<file path="config.mk">
export PLATFORM = sky130hd
export DESIGN_NAME = counter_seq_ctrl
export DESIGN_NICKNAME = d
export VERILOG_FILES = /design/src/rtl/counter_seq_ctrl.sv
export SDC_FILE = /design/constraint.sdc
export NUM_CORES = 1
export LEC_CHECK = 0
export BUFFER_PORTS_ARGS = -buffer_cell sky130_fd_sc_hd__buf_4
export CORE_MARGIN = 2
export CORE_UTILIZATION = 40
export DETAILED_ROUTE_END_ITERATION = 8
export MAX_ROUTING_LAYER = met4
export PLACE_DENSITY = 0.75
export SETUP_SLACK_MARGIN = 0.02
export SKIP_LAST_GASP = 1
export SYNTH_ARGS = -nofsm -noshare
export SYNTH_HDL_FRONTEND = slang
export SYNTH_SLANG_ARGS = --single-unit
</file>
<file path="constraint.sdc">
create_clock -name clk -period 3.1 [get_ports clk]
set_input_delay 0.93 -clock clk [delete_from_list [all_inputs] [get_ports clk]]
set_output_delay 0.93 -clock clk [all_outputs]
set_load 0.05 [all_outputs]
</file>
<file path="src/rtl/counter_seq_ctrl.sv">
// counter_seq_ctrl: run/pause/done sequencer around a modulo counter.
// A run latches a modulus and a wrap target when it starts. It counts
// modulo that modulus, and it finishes after the target number of wraps
// unless the target is 0, which means free-run.
module counter_seq_ctrl #(
    parameter int CNT_W  = 4,
    parameter int WRAP_W = 8
) (
    input  logic              clk,
    input  logic              reset,
    input  logic              start,
    input  logic              pause,
    input  logic              stop,
    input  logic [CNT_W-1:0]  mod_m,
    input  logic [WRAP_W-1:0] n_wraps,
    output logic              enable_out,
    output logic [CNT_W-1:0]  count,
    output logic              carry_out,
    output logic [WRAP_W-1:0] wraps,
    output logic              busy,
    output logic              done,
    output logic [1:0]        state
);

    typedef enum logic [1:0] {
        IDLE  = 2'b00,
        RUN   = 2'b01,
        PAUSE = 2'b10,
        DONE  = 2'b11
    } state_t;

    localparam logic [CNT_W-1:0]  CNT_ONE  = 1;
    localparam logic [WRAP_W-1:0] WRAP_ONE = 1;

    state_t              st;
    logic [CNT_W-1:0]    m_lat;
    logic [WRAP_W-1:0]   n_lat;
    logic [CNT_W-1:0]    m_last;
    logic                last_wrap;
    logic                term;

    // A modulus of 0 wraps around to all-ones, which gives the full 2^CNT_W range.
    assign m_last    = m_lat - CNT_ONE;
    assign carry_out = (st == RUN) && (count == m_last);
    // The test uses >= rather than == so that a run that was paused on its
    // terminal carry (wraps already at n_lat) still ends on its next carry.
    assign last_wrap = (n_lat != '0) && (wraps >= n_lat - WRAP_ONE);
    assign term      = carry_out && last_wrap;
    assign state     = st;

    // Sequencer: priority is stop > pause > start; the status flags are registered next to the state.
    always_ff @(posedge clk or negedge reset) begin
        if (!reset) begin
            st         <= IDLE;
            count      <= '0;
            wraps      <= '0;
            m_lat      <= '0;
            n_lat      <= '0;
            enable_out <= 1'b0;
            busy       <= 1'b0;
            done       <= 1'b0;
        end else if (stop) begin
            st                       <= IDLE;
            count                    <= '0;
            wraps                    <= '0;
            {enable_out, busy, done} <= 3'b000;
        end else begin
            case (st)
                IDLE, DONE: begin
                    if (start) begin
                        m_lat                    <= mod_m;
                        n_lat                    <= n_wraps;
                        count                    <= '0;
                        wraps                    <= '0;
                        st                       <= RUN;
                        {enable_out, busy, done} <= 3'b110;
                    end
                end
                RUN: begin
                    // The count step still happens on the edge where pause takes effect.
                    if (term) begin
                        count <= '0;
                        wraps <= n_lat;
                    end else if (carry_out) begin
                        count <= '0;
                        wraps <= wraps + WRAP_ONE;
                    end else begin
                        count <= count + CNT_ONE;
                    end
                    if (pause) begin
                        st                       <= PAUSE;
                        {enable_out, busy, done} <= 3'b010;
                    end else if (term) begin
                        st                       <= DONE;
                        {enable_out, busy, done} <= 3'b001;
                    end
                end
                PAUSE: begin
                    // Resume keeps the latched settings, the count and the wrap total.
                    if (!pause && start) begin
                        st                       <= RUN;
                        {enable_out, busy, done} <= 3'b110;
                    end
                end
                default: begin
                    st                       <= IDLE;
                    {enable_out, busy, done} <= 3'b000;
                end
            endcase
        end
    end

endmodule

</file>
==> key figures <==
Run status
  – Run status: complete, no violations

CTS
  – Cts bufs inserted: 5
  – Clk sinks: 29
  – CTS tree: done
  – Clk slew on worst S/H paths: 60 ps
  – PostCTS Resize Cnt: 0
  – H-tree depth: 2
  – Clock buffer depth: 2
  – CTS root buf: clkbuf_8
  – Clock Latency Late Sink: 280 ps

Global routing
  – First-pass GRT wire length: 7210 um
  – Pin count of the biggest net entering global routing: 30
  – Vias in the first global route: 1563
  – Gr usage total: 18.21%
  – Antenna violations before repair: 0
  – Total gr overflow: 0

Route
  – Vias: 1493
  – First DRT Iteration DRCs: 68
  – Final WL: 4101 um
  – Residual DRC: 0
  – Post-route ant nets: 0
  – DR WL/cell: 14.75 um
  – Via/cell ratio: 5.371
  – First-pass DRT Iterations: 4

Timing
  – Slew headroom: 56.32%
  – # setup viols final: 0
  – Slew Limit Fails: 0
  – Final Hold Fails: 0
  – Clock skew: 3.208 ps
  – Max frequency: 0.3489 GHz
  – Unrepaired setup endpoints after global routing: false
  – Setup ws final: 233.9 ps
  – Post-route setup TNS: 0 ps
  – Crit path time final: 2866 ps
  – Tcrit/Tclk final: 92.45%
  – Worst-Margin Slew: 653.3 ps

Setup path
  – CP endpoint kind: output pin
  – Bufs and invs on worst path: 3
  – R2r worst-path depth: 12
  – Crit path arrival time: 1940 ps
  – Crit path from: m_lat[0]
  – Startpoint class of the critical path: register
  – Largest delay share family, worst path: flip-flops
  – Crit-path most repeated cell: inv_1
  – Largest stage delay, worst path: 420 ps
  – Reg2reg start: n_lat[2]
  – Maximum fanout along the worst path: 4
  – RR Endpoint: wraps[6]
  – Crit Path Category: register to output pin
  – WP data required: 2170 ps
  – Crit-path cells: inv_1 > ha_1 > xor3_1 > nor3_2 > nand3_2 > inv_1 > buf_4
  – CP max stage cell: dfrtp_1
  – Reg-to-reg slack, setup: 310 ps

Power and ir drop
  – Leak: 0.001068 uW
  – Clk pwr share: 19.2%
  – Psw: 611.1 uW
  – Flop pwr share: 37.6%
  – Pint: 932.1 uW
  – Max VDD drop: 0.3791 mV
  – PwrDens: 671.8 nW/um^2
  – Sw frac: 39.60%
  – Combinational Power Share: 43.3%

Hold path
  – HP Start: m_lat[3]
  – Worst hold stages: 1
  – WHS Endpoint: m_lat[3]
  – Min-Delay Path Class: register to register

Die
  – Starting Density: 42.17%
  – Core area: 4444 sq um
  – Rows: 24
  – Die X: 72.45 um
  – I/O Pins: 35
  – Die ar.: 5249 sq um
  – Die Ht: 72.45 um

Synth
  – YS warnings: 0
  – Synth Flop Type: dfrtp_1
  – Ranking of synthesized cells by area: dfrtp_1 (39%), ha_1 (10%), mux2_2 (7.2%)
  – Synthesized flop and latch total: 29
  – Syn Std Cell Area: 1874 sq um
  – Synth area leader: dfrtp_1
  – Post-synth top area share: 38.72%
  – Mean Syn Cell Area: 10.36 sq um
  – Distinct cells, synth: 36
  – Net Count, Synth: 213
  – Synth cell count leaders: dfrtp_1 (29), ha_1 (15), nand2_1 (14)
  – Syn Inst Count: 181
  – Number of flops mapped to enable cells by yosys: 0
  – Synth async-reset ratio: 100.0%
  – Top-count cell post-synth: dfrtp_1
  – Seq/Total Area, Yosys: 38.72%

Final layout
  – Syn-to-layout area delta: 22.56%
  – Final nets: 257
  – # fillers: 410
  – Layout Cells excl Fill: 278
  – Area of the multi-input gates: 1092 sq um
  – Storage element area: 725.7 sq um
  – Share of post-route cells with drive strength above 1: 27.88%
  – Finished Core Util: 51.69%
  – # diodes: 0
  – Post-route cell area: 2297 sq um

Placed design
  – Dpl ws: 157.1 ps
  – Gpl congestion: 0.8629
  – Placed Cells: 269
  – PortBufs: 34
  – Placed wire-length estimate: 3046 um
  – DP Area: 2210 sq um

Job
  – Max-Cap Viols: 0
power by group through the flow:
stage               logic (uW)  clock network [uW]  registers [uW]
detailed placement         667                   0             584
CTS                        674                 302             578
global placement           657                   0             583
finish                     668                 296             579
global route               741                 322             597
floorplan                  443                   0             623
cell usage in the layout, fill, tap and decap left out, types with 6 or more instances in the layout:
| cell type | Yosys | layout |
|---|---|---|
| nor2_1 | 7 | 7 |
| dfrtp_1 | 29 | 29 |
| buf_4 | 0 | 39 |
| ha_1 | 15 | 15 |
| o21ai_0 | 11 | 11 |
| mux2_2 | 12 | 12 |
| o2bb2ai_1 | 6 | 6 |
| o31ai_1 | 7 | 7 |
| a21oi_1 | 6 | 6 |
| nor2b_1 | 8 | 8 |
| xnor2_1 | 6 | 6 |
| nand2_1 | 14 | 14 |
| mux2i_1 | 8 | 8 |
| inv_1 | 10 | 10 |
flip-flops by register name, summed over array words and instances, names as in the netlist:
| name | cells |
|---|---|
| done | 1 |
| enable_out | 1 |
| n_lat | 8 |
| wraps | 8 |
| m_lat | 4 |
| count | 4 |
| state | 2 |
| busy | 1 |
metal layers:
metal / vias to the layer above / share of wire (%) / GRT usage (%)
met1: 714 / 47 / 24.04
met3: 7 / 3.7 / 3.611
li1: 743 / - / -
met4: 0 / 2.0 / 7.613
met5: - / 0 / -
met2: 29 / 47 / 27.42
worst max path at each step:
stage	to	slack, ps	cells after the start
6_report	carry_out	230	7
5_1_grt	wraps[6]	70	12
4_1_cts	wraps[7]	120	12
3_5_place_dp	wraps[7]	160	12
3_3_place_gp	wraps[0]	180	12
2_1_floorplan	wraps[1]	240	11
repair_timing:
action                     CTS  global route
buffers inserted             0             1
setup endpoints to repair    0            13
hold buffers                 0             0
stage by stage:
stage,hold slack [ps],power [uW]
3_3_place_gp,513.9,1240
6_report,530.1,1543
4_1_cts,537.0,1554
5_1_grt,575.7,1660
2_1_floorplan,499.5,1066
3_5_place_dp,523.3,1251
layout make-up:
class / count / area share [%]
Clock buffer: 8 / 3.486
Inverter: 11 / 1.797
Multi-Input combinational cell: 139 / 47.55
Sequential cell: 29 / 31.59
Tap cell: 52 / 2.832
Timing Repair Buffer: 39 / 12.75
kinds of logic (layout without fill, tap and decap cells):
logic type,after synthesis,in the layout,synth area share [%]
AO/OA/AOI/OAI,41,41,16.09
XOR/XNOR,12,12,6.408
adder cells (fa/ha/maj),15,15,10.01
buffers and inverters,13,58,3.004
flip-flops,29,29,38.72
multiplexers,20,20,11.48
AND/OR/NAND/NOR,51,51,14.29
Power figures use the tool's default switching activity.
